--- config.mk ---
export PLATFORM = sky130hd
export DESIGN_NAME = train_sender_flat
export DESIGN_NICKNAME = d
export VERILOG_FILES = /design/src/rtl/train_pkg.sv /design/src/rtl/train_sender_if.sv /design/src/rtl/train_stack.sv /design/src/rtl/train_sender.sv /design/src/flat_wrapper.sv
export SDC_FILE = /design/constraint.sdc
export NUM_CORES = 1
export LEC_CHECK = 0
export CORE_MARGIN = 2
export CORE_UTILIZATION = 45
export CTS_CLUSTER_SIZE = 24
export DETAILED_ROUTE_END_ITERATION = 16
export SLEW_MARGIN = 10
export SYNTH_ARGS = -nofsm -noshare
export SYNTH_HDL_FRONTEND = slang
export SYNTH_HIERARCHICAL = 1
export SYNTH_SLANG_ARGS = --single-unit
--- constraint.sdc ---
create_clock -name clk -period 3.6 [get_ports clk]
set_input_delay 0.72 -clock clk [delete_from_list [all_inputs] [get_ports clk]]
set_output_delay 0.72 -clock clk [all_outputs]
set_load 0.005 [all_outputs]
--- src/rtl/train_pkg.sv ---
// Shared types and constants for the train-dispatch serial protocol (sender and checker sides).
package train_pkg;

  localparam int unsigned CAR_W    = 4;
  localparam int unsigned MAX_CARS = 10;
  localparam int unsigned MIN_CARS = 3;

  localparam logic OP_PUSH = 1'b1;
  localparam logic OP_POP  = 1'b0;

  typedef enum logic [2:0] {
    StIdle,
    StLoad,
    StCheck,
    StSend,
    StErr
  } train_state_e;

endpackage

--- src/rtl/train_sender_if.sv ---
// Input op stream and output departure burst of the train sender.
interface train_sender_if;
  import train_pkg::*;

  logic             in_valid;
  logic [CAR_W-1:0] in_data;
  logic             out_valid;
  logic [CAR_W-1:0] out_data;
  logic             err;

  modport master (
    output in_valid,
    output in_data,
    input  out_valid,
    input  out_data,
    input  err
  );

  modport slave (
    input  in_valid,
    input  in_data,
    output out_valid,
    output out_data,
    output err
  );

endinterface

--- src/rtl/train_stack.sv ---
// Depth-deep LIFO of car numbers; ignores pop when empty and push when full.
module train_stack
  import train_pkg::*;
#(
  parameter int unsigned Depth = MAX_CARS
) (
  input  logic             clk,
  input  logic             rst,
  input  logic             clr_i,
  input  logic             push_i,
  input  logic             pop_i,
  input  logic [CAR_W-1:0] data_i,
  output logic [CAR_W-1:0] top_o,
  output logic             empty_o,
  output logic [CAR_W-1:0] count_o
);

  localparam logic [CAR_W-1:0] DepthC = CAR_W'(Depth);

  logic [CAR_W-1:0] mem_q [Depth];
  logic [CAR_W-1:0] mem_d [Depth];
  logic [CAR_W-1:0] cnt_q, cnt_d;
  logic [CAR_W-1:0] top_idx;

  assign top_idx = cnt_q - 1'b1;
  assign empty_o = (cnt_q == '0);
  assign count_o = cnt_q;
  assign top_o   = empty_o ? '0 : mem_q[top_idx];

  always_comb begin
    mem_d = mem_q;
    cnt_d = cnt_q;
    if (clr_i) begin
      for (int i = 0; i < int'(Depth); i++) mem_d[i] = '0;
      cnt_d = '0;
    end else if (push_i && (cnt_q < DepthC)) begin
      mem_d[cnt_q] = data_i;
      cnt_d        = cnt_q + 1'b1;
    end else if (pop_i && !empty_o) begin
      cnt_d = top_idx;
    end
  end

  always_ff @(posedge clk or posedge rst) begin
    if (rst) begin
      mem_q <= '{default: '0};
      cnt_q <= '0;
    end else begin
      mem_q <= mem_d;
      cnt_q <= cnt_d;
    end
  end

endmodule

--- src/rtl/train_sender.sv ---
// Train-dispatch transmitter: replays push/pop ops on a station stack and sends N plus departures.
// Legality checking and the err pulse exist only when TRAIN_SENDER_ERR_EN is defined.
module train_sender
#(
  parameter int unsigned MAX_CARS = train_pkg::MAX_CARS,
  parameter int unsigned MIN_CARS = train_pkg::MIN_CARS
) (
  input  logic           clk,
  input  logic           rst,
  train_sender_if.slave  bus
);
  import train_pkg::*;

  if (MIN_CARS > MAX_CARS || MAX_CARS > 15) begin : g_bad_cfg
    $error("train_sender: need MIN_CARS <= MAX_CARS <= 15");
  end

  localparam logic [CAR_W-1:0] MaxC = CAR_W'(MAX_CARS);

  train_state_e     state_q, state_d;
  logic [CAR_W-1:0] n_q, n_d;
  logic [4:0]       nxt_q, nxt_d;
  logic [CAR_W-1:0] dc_q, dc_d;
  logic [4:0]       oc_q, oc_d;
  logic [CAR_W-1:0] si_q, si_d;
  logic [CAR_W-1:0] dep_q [MAX_CARS];
  logic [CAR_W-1:0] dep_d [MAX_CARS];
  logic             out_valid_q, out_valid_d;
  logic [CAR_W-1:0] out_data_q, out_data_d;
`ifdef TRAIN_SENDER_ERR_EN
  logic             bad_q, bad_d;
  logic             err_q, err_d;
  logic             legal;
`endif

  logic             stk_clr, stk_push, stk_pop, stk_empty;
  logic [CAR_W-1:0] stk_top, stk_count;
  logic [CAR_W-1:0] n_lim;
  logic             push_ok;

  train_stack #(
    .Depth (MAX_CARS)
  ) u_stack (
    .clk     (clk),
    .rst     (rst),
    .clr_i   (stk_clr),
    .push_i  (stk_push),
    .pop_i   (stk_pop),
    .data_i  (nxt_q[CAR_W-1:0]),
    .top_o   (stk_top),
    .empty_o (stk_empty),
    .count_o (stk_count)
  );

  // Clamped N bounds the stack and dep buffer; the raw N is still what gets sent.
  assign n_lim   = (n_q > MaxC) ? MaxC : n_q;
  assign push_ok = (nxt_q <= {1'b0, n_lim}) && (stk_count < MaxC);

`ifdef TRAIN_SENDER_ERR_EN
  assign legal = !bad_q && (n_q >= CAR_W'(MIN_CARS)) && (n_q <= MaxC) &&
                 (oc_q == {n_q, 1'b0}) && (stk_count == '0) && (dc_q == n_q);
`endif

  always_comb begin
    state_d     = state_q;
    n_d         = n_q;
    nxt_d       = nxt_q;
    dc_d        = dc_q;
    oc_d        = oc_q;
    si_d        = si_q;
    dep_d       = dep_q;
    out_valid_d = 1'b0;
    out_data_d  = '0;
    stk_clr     = 1'b0;
    stk_push    = 1'b0;
    stk_pop     = 1'b0;
`ifdef TRAIN_SENDER_ERR_EN
    bad_d       = bad_q;
    err_d       = 1'b0;
`endif

    unique case (state_q)
      StIdle: begin
        if (bus.in_valid) begin
          n_d     = bus.in_data;
          nxt_d   = 5'd1;
          dc_d    = '0;
          oc_d    = '0;
          stk_clr = 1'b1;
          for (int i = 0; i < int'(MAX_CARS); i++) dep_d[i] = '0;
`ifdef TRAIN_SENDER_ERR_EN
          bad_d   = 1'b0;
`endif
          state_d = StLoad;
        end
      end
      StLoad: begin
        if (bus.in_valid) begin
          if (oc_q != 5'd31) oc_d = oc_q + 5'd1;
`ifdef TRAIN_SENDER_ERR_EN
          if (!bad_q) begin
`else
          begin
`endif
            if (bus.in_data[0] == OP_PUSH) begin
              if (push_ok) begin
                stk_push = 1'b1;
                nxt_d    = nxt_q + 5'd1;
              end
`ifdef TRAIN_SENDER_ERR_EN
              else bad_d = 1'b1;
`endif
            end else if (!stk_empty) begin
              stk_pop     = 1'b1;
              dep_d[dc_q] = stk_top;
              dc_d        = dc_q + 1'b1;
            end
`ifdef TRAIN_SENDER_ERR_EN
            else bad_d = 1'b1;
`endif
          end
        end else begin
          state_d = StCheck;
        end
      end
      StCheck: begin
`ifdef TRAIN_SENDER_ERR_EN
        if (legal) begin
`else
        begin
`endif
          out_valid_d = 1'b1;
          out_data_d  = n_q;
          si_d        = '0;
          state_d     = StSend;
        end
`ifdef TRAIN_SENDER_ERR_EN
        else begin
          err_d   = 1'b1;
          state_d = StErr;
        end
`endif
      end
      StSend: begin
        // si_q is the beat on the wire now; beat si_q+1 carries dep[si_q].
        if (si_q == n_q) begin
          state_d = StIdle;
        end else begin
          si_d        = si_q + 1'b1;
          out_valid_d = 1'b1;
          out_data_d  = (si_q < MaxC) ? dep_q[si_q] : '0;
        end
      end
`ifdef TRAIN_SENDER_ERR_EN
      StErr: state_d = StIdle;
`endif
      default: state_d = StIdle;
    endcase
  end

  always_ff @(posedge clk or posedge rst) begin
    if (rst) begin
      state_q     <= StIdle;
      n_q         <= '0;
      nxt_q       <= '0;
      dc_q        <= '0;
      oc_q        <= '0;
      si_q        <= '0;
      dep_q       <= '{default: '0};
      out_valid_q <= 1'b0;
      out_data_q  <= '0;
`ifdef TRAIN_SENDER_ERR_EN
      bad_q       <= 1'b0;
      err_q       <= 1'b0;
`endif
    end else begin
      state_q     <= state_d;
      n_q         <= n_d;
      nxt_q       <= nxt_d;
      dc_q        <= dc_d;
      oc_q        <= oc_d;
      si_q        <= si_d;
      dep_q       <= dep_d;
      out_valid_q <= out_valid_d;
      out_data_q  <= out_data_d;
`ifdef TRAIN_SENDER_ERR_EN
      bad_q       <= bad_d;
      err_q       <= err_d;
`endif
    end
  end

  assign bus.out_valid = out_valid_q;
  assign bus.out_data  = out_data_q;
`ifdef TRAIN_SENDER_ERR_EN
  assign bus.err       = err_q;
`else
  assign bus.err       = 1'b0;
`endif

endmodule

--- src/flat_wrapper.sv ---
// flat-port wrapper written by rule: the top's interface ports become plain ports
module train_sender_flat import train_pkg::*;
#(
  parameter int unsigned MAX_CARS = train_pkg::MAX_CARS,
  parameter int unsigned MIN_CARS = train_pkg::MIN_CARS
)
  (clk, rst, bus_in_valid, bus_in_data, bus_out_valid, bus_out_data, bus_err);
  train_sender_if bus_i ();
  input  logic clk;
  input  logic rst;
  input wire logic [$bits(bus_i.in_valid)-1:0] bus_in_valid;
  input wire logic [$bits(bus_i.in_data)-1:0] bus_in_data;
  output wire logic [$bits(bus_i.out_valid)-1:0] bus_out_valid;
  output wire logic [$bits(bus_i.out_data)-1:0] bus_out_data;
  output wire logic [$bits(bus_i.err)-1:0] bus_err;
  assign bus_i.in_valid = bus_in_valid;
  assign bus_i.in_data = bus_in_data;
  assign bus_out_valid = bus_i.out_valid;
  assign bus_out_data = bus_i.out_data;
  assign bus_err = bus_i.err;
  train_sender #(.MAX_CARS(MAX_CARS), .MIN_CARS(MIN_CARS)) u_core (.clk(clk), .rst(rst), .bus(bus_i));
endmodule
==> results of run 1 <==
worst max path at each step:
stage	startpoint	endpoint	slack (ns)
after floorplan	u_core/n_q[3]	u_core/u_stack/count_o[1]	0.95
after global placement	bus_in_valid	u_core/u_stack/count_o[1]	0.33
after detailed placement	bus_in_valid	u_core/u_stack/count_o[1]	0.24
after CTS	u_core/n_q[3]	u_core/u_stack/count_o[1]	0.41
after global routing	u_core/n_q[3]	u_core/u_stack/count_o[1]	0.14
final	u_core/n_q[3]	u_core/u_stack/count_o[1]	0.37
flip-flops by register name, summed over array words and instances (netlist names), 4 cells and up:
register / flops
u_core/bus.out_data: 4
u_core/n_q: 4
u_core/dep_q: 40
u_core/si_q: 4
u_core/u_stack/mem_q: 40
u_core/dc_q: 4
u_core/nxt_q: 5
u_core/u_stack/count_o: 4
worst max-delay path: cells and delay by family (launching register included):
| kind | cells | cell delay [ns] |
|---|---|---|
| buffers and inverters | 3 | 0.56 |
| flip-flops | 1 | 0.42 |
| AND/OR/NAND/NOR | 4 | 1.26 |
| AO/OA/AOI/OAI | 3 | 0.58 |
| adder cells (fa/ha/maj) | 1 | 0.33 |
placed cells by master, fill, tap and decap left out, types with 3 or more instances in the layout:
cell type                         instances
sky130_fd_sc_hd__a21oi_1                  7
sky130_fd_sc_hd__and3_1                   4
sky130_fd_sc_hd__buf_4                   20
sky130_fd_sc_hd__clkbuf_16                9
sky130_fd_sc_hd__clkdlybuf4s50_1         11
sky130_fd_sc_hd__dfrtp_1                108
sky130_fd_sc_hd__ha_1                    20
sky130_fd_sc_hd__inv_1                   16
sky130_fd_sc_hd__mux2_2                   3
sky130_fd_sc_hd__mux2i_1                 69
sky130_fd_sc_hd__mux4_1                   7
sky130_fd_sc_hd__mux4_2                   9
sky130_fd_sc_hd__nand2_1                 35
sky130_fd_sc_hd__nand2b_1                 3
sky130_fd_sc_hd__nand3_1                 42
sky130_fd_sc_hd__nand3_2                  8
sky130_fd_sc_hd__nor2_1                  49
sky130_fd_sc_hd__nor3_1                   5
sky130_fd_sc_hd__o21ai_0                 42
sky130_fd_sc_hd__o21ai_1                  3
sky130_fd_sc_hd__o221ai_1                 4
sky130_fd_sc_hd__o22ai_1                  5
sky130_fd_sc_hd__o31ai_1                  6
sky130_fd_sc_hd__xor2_1                   6
synth_stat cells, drive strengths merged, types with 8 or more instances:
cell type,n
a21oi,8
buf,17
clkbuf,15
dfrtp,108
ha,20
inv,18
mux2i,69
mux4,16
nand2,35
nand3,50
nor2,49
o21ai,46
layer usage:
layer | global-route usage, % | vias up
met1 | 24.4 | 1978
met4 | 6.40 | 0
met5 | 0 | -
met3 | 4.41 | 18
met2 | 33.0 | 49
li1 | - | 1904
logic make-up after synthesis:
family,after synthesis
and+or+nand+nor,172
DFF,108
muxes,89
AOI/OAI and AO/OA,79
buffers and inverters,50
adders and majority gates,20
xor gates and xnor gates,7
other,1
report_power, final:
part | internal [W] | total (W) | switching, W | leakage [nW]
clock network | 0.000494 | 0.000947 | 0.000453 | 0.137
logic | 0.000487 | 0.00124 | 0.000752 | 1.34
registers | 0.00132 | 0.00145 | 0.000129 | 1.48
total | 0.00231 | 0.00364 | 0.00133 | 2.96
metrics by stage:
stage,std cells,area [um2],hold WS (ns),power (W)
after CTS,713,6390,0.504,0.00368
after floorplan,526,5820,0.463,0.00237
after detailed placement,697,6100,0.488,0.00272
after global placement,697,6100,0.477,0.00268
final,713,6390,0.498,0.00364
after global routing,713,6390,0.526,0.00387
cell type report:
class                      count  share of cell area (%)
clock buffer                  10                    3.74
clock inverter                 6                   0.764
inverter                      18                    1.06
multi-input combinational    368                    44.7
sequential                   108                    42.3
tap                          172                    3.37
timing repair buffer          31                    4.07
==> impl_metrics.xml, run 1 <==
<?xml version="1.0" encoding="UTF-8"?>
<metrics>
  <group name="worst_setup_path">
    <metric name="worstPathCellList" unit="">inv_1, ha_1, a211oi_1, and3_1, o311ai_2, or2_1, inv_1, inv_1, and2_1, or4b_1, a21oi_1</metric>
    <metric name="timing.critical_path.mode_cell" unit="">sky130_fd_sc_hd__inv_1</metric>
    <metric name="critPathMaxFanout" unit="">14</metric>
    <metric name="reg2reg_setup_slack" unit="ns">0.37</metric>
    <metric name="critical_path_arrival" unit="ns">3.51</metric>
    <metric name="setup.worst_path.start_class" unit="">flip-flop</metric>
    <metric name="path_class" unit="">reg2reg</metric>
    <metric name="reg2reg_depth" unit="">11</metric>
    <metric name="regToRegEndpoint" unit="">u_core/u_stack/count_o[1]</metric>
    <metric name="critPathSlowestCell" unit="">sky130_fd_sc_hd__or4b_1</metric>
    <metric name="cp-end-kind" unit="">flip-flop</metric>
    <metric name="worstPathRequired" unit="ns">3.88</metric>
    <metric name="critical_path.reg2reg.startpoint" unit="">u_core/n_q[3]</metric>
    <metric name="worst_path_largest_cell_delay" unit="ns">0.53</metric>
  </group>
  <group name="floorplanning">
    <metric name="die_area" unit="um2">13900</metric>
    <metric name="die_width" unit="um">118</metric>
    <metric name="die_h" unit="um">118</metric>
    <metric name="start_util" unit="%">46.1</metric>
    <metric name="floorplan.rows" unit="">41</metric>
    <metric name="core_region_area" unit="um2">12600</metric>
    <metric name="ios" unit="">13</metric>
  </group>
  <group name="hold_path">
    <metric name="instance_count_along_the_most_critical_hold_path" unit="">2</metric>
    <metric name="worstHoldEndpoint" unit="">u_core/dep_q[22]</metric>
    <metric name="hold_path.startpoint" unit="">u_core/dep_q[22]</metric>
    <metric name="min_path_type" unit="">reg2reg</metric>
  </group>
  <group name="clock_network">
    <metric name="tritoncts" unit="">done</metric>
    <metric name="cts_inserted_buffers" unit="">9</metric>
    <metric name="cts_resized" unit="">0</metric>
    <metric name="clk-insertion-delay-late" unit="ns">0.35</metric>
    <metric name="clk_pin_slew_worst_paths" unit="ns">0.07</metric>
    <metric name="holdBufCountCts" unit="">0</metric>
    <metric name="post_cts_buffers" unit="">0</metric>
    <metric name="htree_num_levels" unit="">3</metric>
    <metric name="cts-root-to-sink-buffers" unit="">2</metric>
    <metric name="root_buffer" unit="">sky130_fd_sc_hd__clkbuf_16</metric>
    <metric name="cts_num_sinks" unit="">108</metric>
  </group>
  <group name="outcome">
    <metric name="outcome" unit="">completed</metric>
  </group>
  <group name="logic_synthesis">
    <metric name="synth_cell_type_count" unit="">62</metric>
    <metric name="synth-xor-area-share" unit="%">1.38</metric>
    <metric name="synth_area_leaders" unit="">sky130_fd_sc_hd__dfrtp_1 (46%), sky130_fd_sc_hd__mux2i_1 (12%), sky130_fd_sc_hd__ha_1 (4.3%)</metric>
    <metric name="post_synth_fa_ha_maj_area_fraction" unit="%">4.30</metric>
    <metric name="postSynthCellCount" unit="">526</metric>
    <metric name="synthDominantAreaCellType" unit="">sky130_fd_sc_hd__dfrtp_1</metric>
    <metric name="synth_compound_area_share" unit="%">8.40</metric>
    <metric name="synth_top_family_by_area" unit="">multiplexers</metric>
    <metric name="ys_seq_elements" unit="">108</metric>
    <metric name="synth.yosys.seq_area_share" unit="%">46.4</metric>
    <metric name="post_synth_and_or_nand_nor_area_fraction" unit="%">15.6</metric>
    <metric name="synthesis.nets" unit="">553</metric>
    <metric name="share_of_the_synthesized_area_in_the_top_cell_type" unit="%">46.4</metric>
    <metric name="post_synth_mux_area_share" unit="%">19.3</metric>
    <metric name="syn-cell-area" unit="um2">5820</metric>
    <metric name="synth_edf_count" unit="">0</metric>
    <metric name="synth_top_flop_cell" unit="">sky130_fd_sc_hd__dfrtp_1</metric>
    <metric name="syn_avg_cell_area" unit="um2">11.1</metric>
    <metric name="synth-async-reset-ratio" unit="%">100</metric>
    <metric name="ys.warnings.count" unit="">6</metric>
  </group>
  <group name="sta">
    <metric name="timing.final.max_slew_violations" unit="">0</metric>
    <metric name="period_needed" unit="ns">3.23</metric>
    <metric name="rsz0062_at_grt" unit="">no</metric>
    <metric name="fin_tns_setup" unit="ns">0</metric>
    <metric name="final.period_utilization" unit="%">89.8</metric>
    <metric name="finalSetupViolCount" unit="">0</metric>
    <metric name="relSlewSlack" unit="%">32.7</metric>
    <metric name="fmax" unit="MHz">309</metric>
    <metric name="max_slew.worst_pin.slew" unit="ns">1.01</metric>
    <metric name="postLayoutSetupSlackWorst" unit="ns">0.367</metric>
    <metric name="hold_violations" unit="">0</metric>
    <metric name="clock_skew" unit="ns">0.00904</metric>
  </group>
  <group name="drt">
    <metric name="total_routed_wirelength" unit="um">12500</metric>
    <metric name="detailed_router_iteration_count_before_antenna_repair" unit="">4</metric>
    <metric name="detail-route-antenna-nets" unit="">0</metric>
    <metric name="met2RoutedLength" unit="um">6410</metric>
    <metric name="detail_route.iter0.violations" unit="">229</metric>
    <metric name="drc_errors" unit="">0</metric>
    <metric name="wire_per_inst" unit="um">17.5</metric>
    <metric name="maxUsedRoutingLayer" unit="">met4</metric>
    <metric name="route.detailed.vias_per_inst" unit="">5.54</metric>
    <metric name="detailroute.via_count" unit="">3949</metric>
    <metric name="met1_length" unit="um">5530</metric>
    <metric name="met3RoutedLength" unit="um">331</metric>
  </group>
  <group name="finish">
    <metric name="sequential_cell_area" unit="um2">2700</metric>
    <metric name="antennaDiodeCount" unit="">0</metric>
    <metric name="nets" unit="">563</metric>
    <metric name="n_fill_cell" unit="">1182</metric>
    <metric name="post-route-util" unit="%">50.6</metric>
    <metric name="areaGrowthSynthToFinish" unit="%">9.71</metric>
    <metric name="multi_input_area" unit="um2">2850</metric>
    <metric name="post_route_cells_drive_above_1_share" unit="%">13.9</metric>
  </group>
  <group name="placement">
    <metric name="gp_congestion" unit="">0.820</metric>
    <metric name="post-dp-hpwl" unit="um">8660</metric>
    <metric name="buffer_ports.inserted" unit="">11</metric>
    <metric name="pre_cts_ws" unit="ns">0.236</metric>
  </group>
  <group name="grt">
    <metric name="via_count_of_the_first_global_routing_pass" unit="">4076</metric>
    <metric name="antenna_found_initial" unit="">0</metric>
    <metric name="gr-usage-all-layers" unit="%">19.4</metric>
    <metric name="first_pass_grt_wire_length" unit="um">21100</metric>
    <metric name="grt_remaining_overflow" unit="">0</metric>
    <metric name="largest_net_degree_at_the_start_of_global_routing" unit="">50</metric>
  </group>
  <group name="pwr">
    <metric name="vdd.ir_drop.worst" unit="mV">0.368</metric>
    <metric name="cellPowerDensity" unit="nW/um2">570</metric>
    <metric name="power_leakage" unit="nW">2.96</metric>
  </group>
  <group name="job">
    <metric name="drv_cap" unit="">0</metric>
  </group>
</metrics>
Power figures use the tool's default switching activity.
==> run 2: changes to the inputs <==
--- a/config.mk
+++ b/config.mk
@@ -9,6 +9,7 @@
 export CORE_UTILIZATION = 45
 export CTS_CLUSTER_SIZE = 24
 export DETAILED_ROUTE_END_ITERATION = 16
+export DONT_BUFFER_PORTS = 1
 export SLEW_MARGIN = 10
 export SYNTH_ARGS = -nofsm -noshare
 export SYNTH_HDL_FRONTEND = slang
==> run 2 against run 1 <==
Effect of this change: setup slack lost 0.0040 ns; sequential power is essentially flat; via count shrank 1.3%; critical path type unchanged; largest cell class unchanged.
==> impl_metrics.xml, run 2 (synthesized netlist as in run 1, its figures left out) <==
<?xml version="1.0" encoding="UTF-8"?>
<metrics>
  <group name="outcome">
    <metric name="outcome" unit="">completed</metric>
  </group>
  <group name="pwr">
    <metric name="portion_of_total_power_attributed_to_combinational_logic" unit="%">32.1</metric>
    <metric name="intPower" unit="W">0.00225</metric>
    <metric name="cellPowerDensity" unit="nW/um2">574</metric>
    <metric name="clock_power_share" unit="%">26.6</metric>
    <metric name="netSwitchingPower" unit="W">0.00134</metric>
    <metric name="vdd.ir_drop.worst" unit="mV">0.313</metric>
    <metric name="sequentialPowerShare" unit="%">41.3</metric>
    <metric name="power_leakage" unit="nW">2.90</metric>
    <metric name="switching_share" unit="%">37.3</metric>
  </group>
  <group name="drt">
    <metric name="total_routed_wirelength" unit="um">12200</metric>
    <metric name="met2RoutedLength" unit="um">6040</metric>
    <metric name="detailroute.via_count" unit="">3898</metric>
    <metric name="detail-route-antenna-nets" unit="">0</metric>
    <metric name="detail_route.iter0.violations" unit="">262</metric>
    <metric name="wire_per_inst" unit="um">17.5</metric>
    <metric name="met3RoutedLength" unit="um">359</metric>
    <metric name="drc_errors" unit="">0</metric>
    <metric name="route.detailed.vias_per_inst" unit="">5.58</metric>
    <metric name="detailed_router_iteration_count_before_antenna_repair" unit="">4</metric>
    <metric name="met1_length" unit="um">5610</metric>
    <metric name="maxUsedRoutingLayer" unit="">met4</metric>
  </group>
  <group name="floorplanning">
    <metric name="core_region_area" unit="um2">12600</metric>
    <metric name="die_area" unit="um2">13900</metric>
    <metric name="die_h" unit="um">118</metric>
    <metric name="floorplan.rows" unit="">41</metric>
    <metric name="die_width" unit="um">118</metric>
    <metric name="start_util" unit="%">46.1</metric>
    <metric name="ios" unit="">13</metric>
  </group>
  <group name="clock_network">
    <metric name="cts_num_sinks" unit="">108</metric>
    <metric name="htree_num_levels" unit="">3</metric>
    <metric name="cts_resized" unit="">0</metric>
    <metric name="clk-insertion-delay-late" unit="ns">0.36</metric>
    <metric name="tritoncts" unit="">done</metric>
    <metric name="holdBufCountCts" unit="">0</metric>
    <metric name="cts-root-to-sink-buffers" unit="">2</metric>
    <metric name="post_cts_buffers" unit="">0</metric>
    <metric name="clk_pin_slew_worst_paths" unit="ns">0.08</metric>
    <metric name="cts_inserted_buffers" unit="">9</metric>
    <metric name="root_buffer" unit="">sky130_fd_sc_hd__clkbuf_16</metric>
  </group>
  <group name="worst_setup_path">
    <metric name="cp-end-kind" unit="">flip-flop</metric>
    <metric name="reg2reg_setup_slack" unit="ns">0.36</metric>
    <metric name="critical_path_arrival" unit="ns">3.52</metric>
    <metric name="setup.worst_path.start_class" unit="">flip-flop</metric>
    <metric name="worstPathRequired" unit="ns">3.88</metric>
    <metric name="cp-startpoint" unit="">u_core/n_q[3]</metric>
    <metric name="critical_path.reg2reg.startpoint" unit="">u_core/n_q[3]</metric>
    <metric name="path_class" unit="">reg2reg</metric>
    <metric name="critPathMaxFanout" unit="">14</metric>
  </group>
  <group name="finish">
    <metric name="areaGrowthSynthToFinish" unit="%">7.39</metric>
    <metric name="antennaDiodeCount" unit="">0</metric>
    <metric name="n_fill_cell" unit="">1154</metric>
    <metric name="reg_top3" unit="">u_core/dep_q: 40 flops, u_core/u_stack/mem_q: 40 flops, u_core/nxt_q: 5 flops</metric>
    <metric name="post_route_cells_drive_above_1_share" unit="%">13.5</metric>
    <metric name="final_common_cell" unit="">sky130_fd_sc_hd__dfrtp_1</metric>
    <metric name="top_library_cells_by_usage_in_the_layout_fill_and_taps_aside" unit="">sky130_fd_sc_hd__dfrtp_1 (108), sky130_fd_sc_hd__mux2i_1 (69), sky130_fd_sc_hd__nor2_1 (49), sky130_fd_sc_hd__nand3_1 (42), sky130_fd_sc_hd__o21ai_0 (42)</metric>
    <metric name="nets" unit="">549</metric>
    <metric name="fin_cells" unit="">699</metric>
  </group>
  <group name="sta">
    <metric name="hold_slack" unit="ns">0.350</metric>
    <metric name="period_needed" unit="ns">3.24</metric>
    <metric name="timing.final.max_slew_violations" unit="">0</metric>
    <metric name="finalSetupViolCount" unit="">0</metric>
    <metric name="final.period_utilization" unit="%">89.9</metric>
    <metric name="rsz0062_at_grt" unit="">no</metric>
    <metric name="clock_skew" unit="ns">0.00838</metric>
    <metric name="fmax" unit="MHz">309</metric>
    <metric name="relSlewSlack" unit="%">52.8</metric>
    <metric name="max_slew.worst_pin.slew" unit="ns">0.708</metric>
    <metric name="fin_tns_setup" unit="ns">0</metric>
    <metric name="hold_violations" unit="">0</metric>
  </group>
  <group name="grt">
    <metric name="via_count_of_the_first_global_routing_pass" unit="">3947</metric>
    <metric name="grt_remaining_overflow" unit="">0</metric>
    <metric name="antenna_found_initial" unit="">0</metric>
    <metric name="largest_net_degree_at_the_start_of_global_routing" unit="">47</metric>
    <metric name="first_pass_grt_wire_length" unit="um">20700</metric>
    <metric name="gr-usage-all-layers" unit="%">18.9</metric>
  </group>
  <group name="placement">
    <metric name="buffer_ports.inserted" unit="">0</metric>
    <metric name="dp_cells" unit="">683</metric>
    <metric name="gp_congestion" unit="">0.816</metric>
    <metric name="post-dp-hpwl" unit="um">8370</metric>
  </group>
  <group name="job">
    <metric name="drv_cap" unit="">0</metric>
  </group>
  <group name="hold_path">
    <metric name="min_path_type" unit="">in2async</metric>
  </group>
</metrics>
-- run 2: changes by cell type in the layout (fill, tap and decap cells not counted), sizes merged --
cell / before / now
clkinv: 3 / 2
inv: 19 / 21
buf: 20 / 17
clkdlybuf4s50: 11 / 0
clkinvlp: 2 / 1
-- run 2: layout make-up --
| type | instances | area, um2 | share of cell area, % |
|---|---|---|---|
| inverter | 18 | 67.6 | 1.08 |
| sequential | 108 | 2700 | 43.2 |
| clock inverter | 6 | 56.3 | 0.901 |
| multi-input combinational | 368 | 2850 | 45.6 |
| timing repair buffer | 17 | 128 | 2.04 |
| clock buffer | 10 | 229 | 3.66 |
| tap | 172 | 215 | 3.44 |
-- run 2: metrics by stage --
stage | worst slack (ns) | power (W) | utilization, % | area [um2]
after global placement | 0.543 | 0.00263 | 47.3 | 5970
after CTS | 0.385 | 0.00363 | 49.5 | 6250
after global routing | 0.0416 | 0.00384 | 49.5 | 6250
after detailed placement | 0.406 | 0.00266 | 47.3 | 5970
after floorplan | 0.954 | 0.00237 | - | 5820
final | 0.363 | 0.00359 | 49.5 | 6250
-- run 2: per-layer routing --
| layer | GRT usage, % | up-vias |
|---|---|---|
| met5 | 0 | - |
| met1 | 25.3 | 1961 |
| met4 | 5.57 | 0 |
| met3 | 4.55 | 15 |
| li1 | - | 1869 |
| met2 | 30.8 | 53 |
-- run 2: final timing paths --
check / cells past startpoint / to
worst max register to register: 13 / u_core/u_stack/count_o[1]
worst min register to register: 2 / u_core/dep_q[29]
max in group asynchronous: 2 / u_core/dep_q[21]
min in group clk: 2 / u_core/n_q[3]
worst min-delay path: 1 / u_core/state_q[1]
worst max-delay path: 13 / u_core/u_stack/count_o[1]
-- run 2: worst max-delay path: stages, from the launching register on --
cell and delay [ns]:
sky130_fd_sc_hd__dfrtp_1 0.43, sky130_fd_sc_hd__inv_1 0.11, sky130_fd_sc_hd__nand2_1 0.07, sky130_fd_sc_hd__ha_1 0.33
sky130_fd_sc_hd__nand3_1 0.10, sky130_fd_sc_hd__nor3b_1 0.25, sky130_fd_sc_hd__o311ai_2 0.11, sky130_fd_sc_hd__buf_4 0.18
sky130_fd_sc_hd__or2_1 0.26, sky130_fd_sc_hd__inv_1 0.28, sky130_fd_sc_hd__inv_1 0.19, sky130_fd_sc_hd__and2_1 0.21
sky130_fd_sc_hd__or4b_1 0.51, sky130_fd_sc_hd__a21oi_1 0.14
-- run 2: power groups by stage --
stage	Clock (W)	Combinational, W	Sequential [W]
floorplan	0	0.000929	0.00144
global placement	0	0.00113	0.00150
finish	0.000953	0.00115	0.00148
global route	0.00105	0.00129	0.00150
CTS	0.000986	0.00116	0.00148
detailed placement	0	0.00116	0.00151
==> run 3: changes to the inputs <==
--- a/config.mk
+++ b/config.mk
@@ -5,6 +5,7 @@
 export SDC_FILE = /design/constraint.sdc
 export NUM_CORES = 1
 export LEC_CHECK = 0
+export ABC_CLOCK_PERIOD_IN_PS = 3600
 export CORE_MARGIN = 2
 export CORE_UTILIZATION = 45
 export CTS_CLUSTER_SIZE = 24
@@ -13,5 +14,4 @@
 export SLEW_MARGIN = 10
 export SYNTH_ARGS = -nofsm -noshare
 export SYNTH_HDL_FRONTEND = slang
-export SYNTH_HIERARCHICAL = 1
 export SYNTH_SLANG_ARGS = --single-unit
==> run 3 against run 2 <==
Effect of this change: critical path depth is 7 lower; sequential share of layout area rose by 0.40 points; combinational power rose by 7%; die area down 1.8%; fmax increased by 12%; cell area decreased by 0.92%; setup slack improved by 0.35 ns; largest power group unchanged; clock skew shrank 0.0015 ns; cell count is 0.57% higher; synthesized cell count up 1.1%; hold slack worse by 0.055 ns.
==> impl_metrics.xml, run 3 <==
<?xml version="1.0" encoding="UTF-8"?>
<metrics>
  <group name="sta">
    <metric name="finalSetupViolCount" unit="">0</metric>
    <metric name="fmax" unit="MHz">347</metric>
    <metric name="fin_tns_setup" unit="ns">0</metric>
    <metric name="max_slew.worst_pin.slew" unit="ns">0.997</metric>
    <metric name="period_needed" unit="ns">2.88</metric>
    <metric name="clock_skew" unit="ns">0.00691</metric>
    <metric name="hold_violations" unit="">0</metric>
    <metric name="final.period_utilization" unit="%">80.1</metric>
    <metric name="timing.final.max_slew_violations" unit="">0</metric>
    <metric name="relSlewSlack" unit="%">33.1</metric>
    <metric name="rsz0062_at_grt" unit="">no</metric>
  </group>
  <group name="drt">
    <metric name="maxUsedRoutingLayer" unit="">met4</metric>
    <metric name="detail_route.iter0.violations" unit="">346</metric>
    <metric name="drc_errors" unit="">0</metric>
    <metric name="wire_per_inst" unit="um">19.1</metric>
    <metric name="met1_length" unit="um">6200</metric>
    <metric name="detailroute.via_count" unit="">4012</metric>
    <metric name="met3RoutedLength" unit="um">397</metric>
    <metric name="route.detailed.vias_per_inst" unit="">5.71</metric>
    <metric name="detail-route-antenna-nets" unit="">0</metric>
    <metric name="detailed_router_iteration_count_before_antenna_repair" unit="">7</metric>
    <metric name="total_routed_wirelength" unit="um">13400</metric>
    <metric name="met2RoutedLength" unit="um">6470</metric>
  </group>
  <group name="placement">
    <metric name="post-dp-hpwl" unit="um">9760</metric>
    <metric name="buffer_ports.inserted" unit="">0</metric>
    <metric name="place_area" unit="um2">5880</metric>
    <metric name="gp_congestion" unit="">0.848</metric>
  </group>
  <group name="logic_synthesis">
    <metric name="postSynthCellCount" unit="">532</metric>
    <metric name="syn-cell-area" unit="um2">5710</metric>
    <metric name="synth_top_flop_cell" unit="">sky130_fd_sc_hd__dfrtp_1</metric>
    <metric name="ys.warnings.count" unit="">0</metric>
    <metric name="synth_top_family_by_area" unit="">multiplexers</metric>
    <metric name="synth_top_cells_by_count" unit="">sky130_fd_sc_hd__dfrtp_1 (108), sky130_fd_sc_hd__nand2_1 (94), sky130_fd_sc_hd__mux2i_1 (48)</metric>
    <metric name="synth-async-reset-ratio" unit="%">100</metric>
    <metric name="ys_seq_elements" unit="">108</metric>
    <metric name="synth_cell_type_count" unit="">56</metric>
    <metric name="synth_compound_area_share" unit="%">13.3</metric>
    <metric name="post_synth_and_or_nand_nor_area_fraction" unit="%">14.9</metric>
    <metric name="synth_edf_count" unit="">0</metric>
    <metric name="share_of_the_synthesized_area_in_the_top_cell_type" unit="%">47.3</metric>
    <metric name="synthDominantAreaCellType" unit="">sky130_fd_sc_hd__dfrtp_1</metric>
    <metric name="post_synth_fa_ha_maj_area_fraction" unit="%">4.16</metric>
    <metric name="syn_avg_cell_area" unit="um2">10.7</metric>
    <metric name="synth_area_leaders" unit="">sky130_fd_sc_hd__dfrtp_1 (47%), sky130_fd_sc_hd__mux2i_1 (8.4%), sky130_fd_sc_hd__mux4_2 (6.3%)</metric>
    <metric name="synth-xor-area-share" unit="%">1.23</metric>
    <metric name="synthesis.nets" unit="">558</metric>
    <metric name="synth.yosys.seq_area_share" unit="%">47.3</metric>
    <metric name="count_leader_synth" unit="">sky130_fd_sc_hd__dfrtp_1</metric>
    <metric name="post_synth_mux_area_share" unit="%">15.9</metric>
  </group>
  <group name="worst_setup_path">
    <metric name="worstPathCellList" unit="">inv_1, ha_1, mux4_2, mux2_2, a31oi_2, o22ai_1</metric>
    <metric name="path_class" unit="">reg2reg</metric>
    <metric name="critical_path_arrival" unit="ns">3.09</metric>
    <metric name="cp-end-kind" unit="">flip-flop</metric>
    <metric name="endpoint" unit="">u_core.dep_q[1]</metric>
    <metric name="critPathSlowestCell" unit="">sky130_fd_sc_hd__dfrtp_1</metric>
    <metric name="regToRegEndpoint" unit="">u_core.dep_q[1]</metric>
    <metric name="worstPathRequired" unit="ns">3.81</metric>
    <metric name="cp-startpoint" unit="">u_core.u_stack.count_o[1]</metric>
    <metric name="critical_path.reg2reg.startpoint" unit="">u_core.u_stack.count_o[1]</metric>
    <metric name="reg2reg_setup_slack" unit="ns">0.72</metric>
    <metric name="setup.worst_path.start_class" unit="">flip-flop</metric>
    <metric name="reg2reg_depth" unit="">6</metric>
    <metric name="critPathMaxFanout" unit="">14</metric>
    <metric name="worst_path_largest_cell_delay" unit="ns">0.59</metric>
  </group>
  <group name="hold_path">
    <metric name="min_path_type" unit="">in2async</metric>
  </group>
  <group name="floorplanning">
    <metric name="die_area" unit="um2">13600</metric>
    <metric name="core_region_area" unit="um2">12500</metric>
    <metric name="die_h" unit="um">117</metric>
    <metric name="start_util" unit="%">45.6</metric>
    <metric name="floorplan.rows" unit="">41</metric>
    <metric name="ios" unit="">13</metric>
    <metric name="die_width" unit="um">117</metric>
  </group>
  <group name="clock_network">
    <metric name="cts_num_sinks" unit="">108</metric>
    <metric name="clk-insertion-delay-late" unit="ns">0.36</metric>
    <metric name="cts_inserted_buffers" unit="">9</metric>
    <metric name="cts-root-to-sink-buffers" unit="">2</metric>
    <metric name="root_buffer" unit="">sky130_fd_sc_hd__clkbuf_16</metric>
    <metric name="tritoncts" unit="">done</metric>
    <metric name="cts_resized" unit="">0</metric>
    <metric name="holdBufCountCts" unit="">0</metric>
    <metric name="post_cts_buffers" unit="">0</metric>
    <metric name="clk_pin_slew_worst_paths" unit="ns">0.07</metric>
    <metric name="htree_num_levels" unit="">3</metric>
  </group>
  <group name="finish">
    <metric name="post_route_cells_drive_above_1_share" unit="%">10.9</metric>
    <metric name="final_common_cell" unit="">sky130_fd_sc_hd__dfrtp_1</metric>
    <metric name="top_library_cells_by_usage_in_the_layout_fill_and_taps_aside" unit="">sky130_fd_sc_hd__dfrtp_1 (108), sky130_fd_sc_hd__nand2_1 (94), sky130_fd_sc_hd__mux2i_1 (48), sky130_fd_sc_hd__o21ai_0 (30), sky130_fd_sc_hd__nor2_1 (23)</metric>
    <metric name="reg_top3" unit="">u_core.dep_q: 40 flops, u_core.u_stack.mem_q: 40 flops, u_core.nxt_q: 5 flops</metric>
    <metric name="nets" unit="">552</metric>
    <metric name="areaGrowthSynthToFinish" unit="%">8.48</metric>
    <metric name="multi_input_area" unit="um2">2830</metric>
    <metric name="antennaDiodeCount" unit="">0</metric>
    <metric name="sequential_cell_area" unit="um2">2700</metric>
    <metric name="design_area" unit="um2">6190</metric>
    <metric name="n_fill_cell" unit="">1172</metric>
  </group>
  <group name="grt">
    <metric name="largest_net_degree_at_the_start_of_global_routing" unit="">65</metric>
    <metric name="antenna_found_initial" unit="">0</metric>
    <metric name="first_pass_grt_wire_length" unit="um">22300</metric>
    <metric name="gr-usage-all-layers" unit="%">21.9</metric>
    <metric name="grt_remaining_overflow" unit="">0</metric>
    <metric name="via_count_of_the_first_global_routing_pass" unit="">4036</metric>
  </group>
  <group name="pwr">
    <metric name="cellPowerDensity" unit="nW/um2">624</metric>
    <metric name="power_leakage" unit="nW">2.72</metric>
    <metric name="vdd.ir_drop.worst" unit="mV">0.339</metric>
  </group>
  <group name="job">
    <metric name="drv_cap" unit="">0</metric>
  </group>
  <group name="outcome">
    <metric name="outcome" unit="">completed</metric>
  </group>
</metrics>
## run 3: changes by cell type in the layout (fill, tap and decap cells not counted), moves of 7 or more
cell | before | now
sky130_fd_sc_hd__buf_4 | 17 | 7
sky130_fd_sc_hd__nor2b_1 | 2 | 10
sky130_fd_sc_hd__o2bb2ai_1 | 0 | 16
sky130_fd_sc_hd__mux2i_1 | 69 | 48
sky130_fd_sc_hd__nand3_2 | 8 | 0
sky130_fd_sc_hd__o22ai_1 | 5 | 12
sky130_fd_sc_hd__nand2_1 | 35 | 94
sky130_fd_sc_hd__mux4_2 | 9 | 16
sky130_fd_sc_hd__o21ai_0 | 42 | 30
sky130_fd_sc_hd__nand3_1 | 42 | 18
sky130_fd_sc_hd__mux4_1 | 7 | 0
sky130_fd_sc_hd__nor2_1 | 49 | 23
## run 3: final cells by class
class,count,share of cell area (%)
flip-flops and latches,108,43.6
multi-input cells,384,45.7
clock buffers,10,3.70
clock inverters,6,1.41
inverters,15,0.949
repair buffers,8,1.17
well taps,172,3.47
## run 3: report_power, final
group          total (W)  switching [W]  internal (W)
combinational    0.00123       0.000765      0.000463
clock            0.00105       0.000444      0.000611
sequential       0.00158       0.000252       0.00133
## run 3: cells by family after synthesis
group | count (synthesis)
flops | 108
simple gates | 182
other cells | 1
mux | 70
fa+ha+maj | 19
buf+inv | 40
xor+xnor | 8
compound gates | 104
## run 3: worst min-delay path by stage
| stage | endpoint | depth (start not counted) | start |
|---|---|---|---|
| floorplan | u_core.dep_q[16] | 2 | u_core.dep_q[16] |
| global placement | u_core.dep_q[39] | 2 | u_core.dep_q[39] |
| detailed placement | u_core.dep_q[16] | 2 | u_core.dep_q[16] |
| CTS | u_core.state_q[0] | 1 | rst |
| global route | u_core.state_q[0] | 1 | rst |
| finish | u_core.state_q[0] | 1 | rst |
## run 3: worst max-delay path, delay by kind of cell (launching register included)
family	cells	cell delay (ns)
adders and majority gates	1	0.59
AOI/OAI and AO/OA	2	0.76
DFF	1	0.59
buffers and inverters	1	0.14
muxes	2	0.65
## run 3: through the flow
stage / total power (W) / setup WS (ns) / utilization, % / hold slack, ns / cells
after floorplan: 0.00252 / 0.0344 / - / 0.445 / 532
after global placement: 0.00280 / 0.816 / 47.0 / 0.460 / 687
after detailed placement: 0.00284 / 0.714 / 47.0 / 0.469 / 687
after CTS: 0.00391 / 0.704 / 49.5 / 0.314 / 703
after global routing: 0.00413 / 0.511 / 49.5 / 0.323 / 703
final: 0.00387 / 0.716 / 49.5 / 0.295 / 703
## run 3: layer usage
layer	up-vias	GRT usage [%]
met5	-	0
met4	0	8.78
met3	23	4.36
met2	69	35.4
met1	2007	29.3
li1	1913	-
